### src/rtl/alu_arbiter.sv
`default_nettype none
// ============================================================================
// Module      : alu_arbiter
// Description : Two-requester round-robin front end for a shared
//               combinational ALU. Each granted operation is registered into
//               an issue stage (S1) that drives the ALU. The ALU result is
//               then registered into a response stage (S2) and returned to
//               the requester with a one-cycle strobe. Saturating per-requester
//               grant counters are also provided.
// Revision    : 1.0 - initial release
// ============================================================================
module alu_arbiter #(
    parameter int CNT_W = 16
) (
    input  logic             clk,
    input  logic             reset,

    input  logic             req0_valid,
    output logic             req0_ready,
    input  logic [6:0]       req0_ctl,
    input  logic [31:0]      req0_a,
    input  logic [31:0]      req0_b,

    input  logic             req1_valid,
    output logic             req1_ready,
    input  logic [6:0]       req1_ctl,
    input  logic [31:0]      req1_a,
    input  logic [31:0]      req1_b,

    input  logic             flush,

    output logic [6:0]       alu_ctl,
    output logic [31:0]      alu_a,
    output logic [31:0]      alu_b,
    input  logic [31:0]      alu_out,
    input  logic             alu_branch_enable,

    output logic             resp0_valid,
    output logic             resp1_valid,
    output logic [31:0]      resp_out,
    output logic             resp_branch,

    output logic [CNT_W-1:0] grant0_cnt,
    output logic [CNT_W-1:0] grant1_cnt
);

    localparam logic [CNT_W-1:0] c_CNT_MAX = {CNT_W{1'b1}};
    localparam logic [CNT_W-1:0] c_CNT_ONE = CNT_W'(1);

    // Priority state: 1 means requester 1 won the last transfer, so
    // requester 0 wins the next contention.
    logic             r_last_grant;

    logic             w_grant0;
    logic             w_grant1;
    logic             w_xfer0;
    logic             w_xfer1;
    logic             w_xfer;
    logic [6:0]       w_sel_ctl;
    logic [31:0]      w_sel_a;
    logic [31:0]      w_sel_b;

    // Issue stage (S1)
    logic             r_s1_valid;
    logic             r_s1_id;
    logic [6:0]       r_s1_ctl;
    logic [31:0]      r_s1_a;
    logic [31:0]      r_s1_b;

    // Response stage (S2)
    logic             r_s2_valid;
    logic             r_s2_id;
    logic [31:0]      r_s2_out;
    logic             r_s2_branch;

    logic [CNT_W-1:0] r_cnt0;
    logic [CNT_W-1:0] r_cnt1;

    // Grant selection: a lone requester always wins; on contention the one
    // not granted last wins. Nothing is granted during reset or flush.
    always_comb begin
        w_grant0 = 1'b0;
        w_grant1 = 1'b0;
        if (!reset && !flush) begin
            if (req0_valid && req1_valid) begin
                w_grant0 = r_last_grant;
                w_grant1 = !r_last_grant;
            end else begin
                w_grant0 = req0_valid;
                w_grant1 = req1_valid;
            end
        end
    end

    assign req0_ready = w_grant0;
    assign req1_ready = w_grant1;
    assign w_xfer0    = req0_valid & w_grant0;
    assign w_xfer1    = req1_valid & w_grant1;
    assign w_xfer     = w_xfer0 | w_xfer1;

    assign w_sel_ctl  = w_xfer1 ? req1_ctl : req0_ctl;
    assign w_sel_a    = w_xfer1 ? req1_a   : req0_a;
    assign w_sel_b    = w_xfer1 ? req1_b   : req0_b;

    // Round-robin pointer follows actual transfers only.
    always_ff @(posedge clk or posedge reset) begin
        if (reset) begin
            r_last_grant <= 1'b1;
        end else if (w_xfer) begin
            r_last_grant <= w_xfer1;
        end
    end

    // Issue stage: capture the granted operation; flush squashes it.
    always_ff @(posedge clk or posedge reset) begin
        if (reset) begin
            r_s1_valid <= 1'b0;
            r_s1_id    <= 1'b0;
            r_s1_ctl   <= 7'd0;
            r_s1_a     <= 32'd0;
            r_s1_b     <= 32'd0;
        end else if (flush) begin
            r_s1_valid <= 1'b0;
        end else begin
            r_s1_valid <= w_xfer;
            if (w_xfer) begin
                r_s1_id  <= w_xfer1;
                r_s1_ctl <= w_sel_ctl;
                r_s1_a   <= w_sel_a;
                r_s1_b   <= w_sel_b;
            end
        end
    end

    // The ALU sees zeros whenever no operation is issued.
    assign alu_ctl = r_s1_valid ? r_s1_ctl : 7'd0;
    assign alu_a   = r_s1_valid ? r_s1_a   : 32'd0;
    assign alu_b   = r_s1_valid ? r_s1_b   : 32'd0;

    // Response stage: register the ALU result; data holds when idle.
    always_ff @(posedge clk or posedge reset) begin
        if (reset) begin
            r_s2_valid  <= 1'b0;
            r_s2_id     <= 1'b0;
            r_s2_out    <= 32'd0;
            r_s2_branch <= 1'b0;
        end else if (flush) begin
            r_s2_valid  <= 1'b0;
        end else begin
            r_s2_valid <= r_s1_valid;
            if (r_s1_valid) begin
                r_s2_id     <= r_s1_id;
                r_s2_out    <= alu_out;
                r_s2_branch <= alu_branch_enable;
            end
        end
    end

    assign resp0_valid = r_s2_valid & !r_s2_id;
    assign resp1_valid = r_s2_valid &  r_s2_id;
    assign resp_out    = r_s2_out;
    assign resp_branch = r_s2_branch;

    // Saturating accepted-operation counters.
    always_ff @(posedge clk or posedge reset) begin
        if (reset) begin
            r_cnt0 <= '0;
            r_cnt1 <= '0;
        end else begin
            if (w_xfer0 && (r_cnt0 != c_CNT_MAX)) begin
                r_cnt0 <= r_cnt0 + c_CNT_ONE;
            end
            if (w_xfer1 && (r_cnt1 != c_CNT_MAX)) begin
                r_cnt1 <= r_cnt1 + c_CNT_ONE;
            end
        end
    end

    assign grant0_cnt = r_cnt0;
    assign grant1_cnt = r_cnt1;

endmodule
`default_nettype wire

### config.mk
export PLATFORM = sky130hd
export DESIGN_NAME = alu_arbiter
export DESIGN_NICKNAME = d
export VERILOG_FILES = /design/src/rtl/alu_arbiter.sv
export SDC_FILE = /design/constraint.sdc
export NUM_CORES = 1
export LEC_CHECK = 0
export CAP_MARGIN = 10
export CORE_MARGIN = 2
export CORE_UTILIZATION = 45
export CTS_CLUSTER_DIAMETER = 200
export DETAILED_ROUTE_END_ITERATION = 16
export GPL_ROUTABILITY_DRIVEN = 0
export PLACE_DENSITY = 0.95
export SYNTH_ARGS = -nofsm -noshare
export SYNTH_HDL_FRONTEND = slang
export SYNTH_SLANG_ARGS = --single-unit
### constraint.sdc
create_clock -name clk -period 8.3 [get_ports clk]
set_clock_uncertainty 0.2 [all_clocks]
set_input_delay 1.66 -clock clk [delete_from_list [all_inputs] [get_ports clk]]
set_output_delay 1.66 -clock clk [all_outputs]
set_load 0.05 [all_outputs]
; ---- Yosys cells after proc, flatten, opt, wreduce, memory -nomap -nowiden
; Index checks and enable logic that the tools add are counted.
[op_classes]
reduce_logical = 10
addsub = 2
bitwise_logic = 6
n_mux = 12
n_eq_ne = 2
[op_table]
columns = cell, n
row1 = two-way mux 32 bit, 4
row2 = "adder 16 x 1 -> 16 bit, second input constant", 2
row3 = "inequality test 16 bit, second input constant", 2
row4 = two-way mux 7 bit, 2
row5 = two-way mux 1 bit, 6
row6 = bitwise AND 1 bit, 4
row7 = logical AND 1 bit, 4
row8 = zero test 1 bit, 4
row9 = AND reduction 2 bit, 2
row10 = NOT 1 bit, 1
row11 = OR 1 bit, 1
[word_totals]
ff_bits = 141
output_inout_bits = 140
word_cells = 44

; ---- Longest topological paths before layout
[depth]
ltp_word = 6
depth_mapped = 6
mapped_depth_nobuf = 5

; ---- Worst setup path after synthesis
; No wires, ideal clock.
[synth_path]
path_kind = input to output
start = input port flush
end = output port req0_ready
cell_stages = 3
path_slack_ns = 3.960
required_time_ns = 6.440
arrival_ns = 2.480
path_buffers = 0
path_cell_list = nor2_1 -> nand3_1 -> inv_1
[synth_between]
elab_chain_len = 3
[synth_rtl]
columns = element, line_no
row1 = start: declaration, 30  ; input logic flush,
row2 = zero test 1 bit, 84  ; if (!reset && !flush) begin
row3 = logical AND 1 bit, 84
row4 = two-way mux 1 bit, 84
row5 = end: declaration, 19  ; output logic req0_ready,
; No other way between the ends.

; ---- Worst setup path in the final report
[layout_path]
start = input port reset
end = output port req0_ready
[layout_between]
elab_chain_len = 3
[layout_rtl]
columns = element, line_no
row1 = start: declaration, 16  ; input logic reset,
row2 = zero test 1 bit (no source line), --
row3 = logical AND 1 bit, 84
row4 = two-way mux 1 bit, 84
; No other way between the ends.

==> impl_metrics.ini <==
[min_path]
holdCritPathClass = flop to flop

[worst_setup_path]
startpoint_type = input pin
end_kind = output pin
cp_common_cell = clkdlybuf4s50_1
cp_cell_sequence = clkdlybuf4s50_1, nor2_1, nand3_1, inv_1, clkdlybuf4s50_1
cp.arrival_ns = 3.76
max_stage_delay_ns = 0.81
worst_ep_required_time_ns = 6.44
worst-path-max-fanout = 9
crit_type = input pin to output pin
slowest_stage = clkdlybuf4s50_1

[grt]
overflow = 0
track_usage_pct = 28.0
grt_max_degree = 98
antenna_found_initial = 0
grt_pass1_wl_mm = 35.0
grt_pass1_vias = 6452

[power]
p_sw_share_pct = 33.9
clock_power_share_pct = 33.0
power.density_nw_per_um2 = 236
pwr-share-comb_pct = 31.1
seqPwrFrac_pct = 35.9
switchingPower_uw = 850
max-vdd-ir-drop_mv = 0.213
total_leakage_power_nw = 4.49
intPower_mw = 1.66

[final_layout]
seqCellArea_um2 = 3530
antenna_cells = 0
final_nets = 1179
multi_input_area_um2 = 2950
drive_gt1_share_pct = 8.81
fillers = 989
fin_cells = 1194
area.growth.synth_to_final_pct = 58.8
layout_commonest_cell = clkdlybuf4s50_1
final_cell_mix = clkdlybuf4s50_1, nand2_1, dfrtp_1

[synth]
synth.avg_cell_area_um2 = 9.54
yosysSeqAreaShare_pct = 52.8
synth_cell_type_count = 43
synth_fp_nets = 882
ys_warn_count = 0
synth_area_um2 = 6680
ys_seq_elements = 141
synthCells = 700

[timing]
fmax_ghz = 0.178
fin_tns_setup_ns = 0
fin_crit_sh_pct = 67.7
worst_pin_slew_ns = 1.08
rsz0062_at_grt = no
relSlewSlack_pct = 28.2
maxSlewViolCount = 0
period_needed_ns = 5.62
hold_viol = 0
setup_violations = 0

[clock_tree]
clock-sinks = 141
cts-resized-gates = 0
cts.path.max_buffers = 2
cts_max_level = 4
cts_tree = yes
postCtsSetupBuffers = 0
path_clk_slew_ns = 0.06
clk_latency_ns = 0.41
cts-root-buf = clkbuf_16
hold_buffers = 0
cts_buffers = 17

[die]
initial_core_util_pct = 46.0
num_rows = 44
core_area_um2 = 14500
num_io_pins = 320
fp.dieArea_um2 = 15800
die_x_um = 126
die_h_um = 126

[place]
numPortBuffers = 319
dp.cells = 1162
dp_hpwl_mm = 15.2

[detailed_routing]
vias = 6437
postRouteWirelength_mm = 22.1
drtIter0Drc = 552
drc = 0
routedWlPerCell_um = 18.5
ant_nets = 0
vias_per_cell = 5.39
drtPass1Iterations = 8

[job]
cap_violations = 0

[outcome]
status = complete, no violations
## critical path: cells and delay by family
kind / cells / cell delay, ns
simple gates: 2 / 0.62
buf+inv: 3 / 1.48
## metrics by stage
stage / worst slack (ns) / hold slack [ns] / total power, mW / utilization (%) / cell area [um2]
final: 2.68 / 0.306 / 2.51 / 73.0 / 10600
after global routing: 2.60 / 0.314 / 2.60 / 73.0 / 10600
after CTS: 2.71 / 0.307 / 2.51 / 73.0 / 10600
after detailed placement: 2.71 / 0.294 / 1.68 / 68.5 / 9960
after global placement: 2.75 / 0.284 / 1.66 / 68.5 / 9960
after floorplan: 2.66 / 0.267 / 1.36 / - / 6680
## state kept, by name (all words and copies together) (netlist names), 7 cells and up
signal,count
r_s1_a,32
r_s1_b,32
resp_out,32
grant0_cnt,16
grant1_cnt,16
r_s1_ctl,7
## final timing paths
path / start / endpoint / slack [ns] / cells past startpoint
min in group asynchronous: reset / grant0_cnt[2] / 1.65 / 2
setup reg to reg: r_s1_valid / resp_out[14] / 5.41 / 2
hold reg to reg: resp_out[1] / resp_out[1] / 0.31 / 1
max in group asynchronous: reset / r_s1_b[23] / 5.04 / 3
hold / removal: resp_out[1] / resp_out[1] / 0.31 / 1
setup / recovery: reset / req0_ready / 2.68 / 5
## area by class of cell
| cell class | instances | share of cell area, % |
|---|---|---|
| timing repair buffer | 323 | 30.4 |
| multi-input combinational | 507 | 27.8 |
| clock buffer | 22 | 4.57 |
| inverter | 7 | 0.295 |
| sequential | 141 | 33.3 |
| tap | 184 | 2.17 |
| clock inverter | 10 | 1.51 |
## power by group through the flow
stage	Combinational, mW	Clock [mW]	Sequential (mW)
final	0.779	0.827	0.900
after floorplan	0.273	0	1.09
after CTS	0.782	0.832	0.898
after global routing	0.820	0.864	0.916
after global placement	0.760	0	0.898
after detailed placement	0.776	0	0.907
## layer usage
metal  part of all wire (%)  GRT usage (%)  vias up
li1                       -              -     2957
met1                     38           32.8     3107
met2                     51           48.1      307
met3                    6.8           7.35       66
met4                    4.4           13.5        0
met5                      0              0        -
## cell usage after synthesis, drive strengths merged
cell type,instances,area share (%)
dfrtp,140,52
or2,1,0.094
nand4,8,1.1
and2,75,7.1
inv,7,0.39
ha,2,0.37
nand2,154,8.7
a21oi,1,0.075
clkbuf,23,1.3
a41oi,1,0.13
and4,3,0.39
xnor2,2,0.26
nand2b,2,0.19
o21ai,2,0.15
nor4bb,1,0.15
nand3,8,0.60
buf,22,1.6
nor2,78,4.4
nor2b,2,0.19
nor3b,2,0.22
and4bb,1,0.19
xor2,24,3.1
nor3,9,0.67
nor4,11,1.3
a211oi,2,0.22
a2111oi,2,0.37
o21a,1,0.11
a31oi,72,6.7
nor4b,2,0.36
mux2,38,6.5
dfstp,1,0.39
and3,3,0.28
## kinds of logic (layout without fill, tap and decap cells)
family,after synthesis,after routing,share of synthesized area [%]
xor gates and xnor gates,26,26,3.41
AOI/OAI and AO/OA,81,81,7.81
muxes,38,38,6.46
and+or+nand+nor,360,360,25.8
buffers and inverters,52,362,3.32
DFF,141,141,52.8
adders and majority gates,2,2,0.375
No activity file was read; power rests on OpenSTA's default activity.
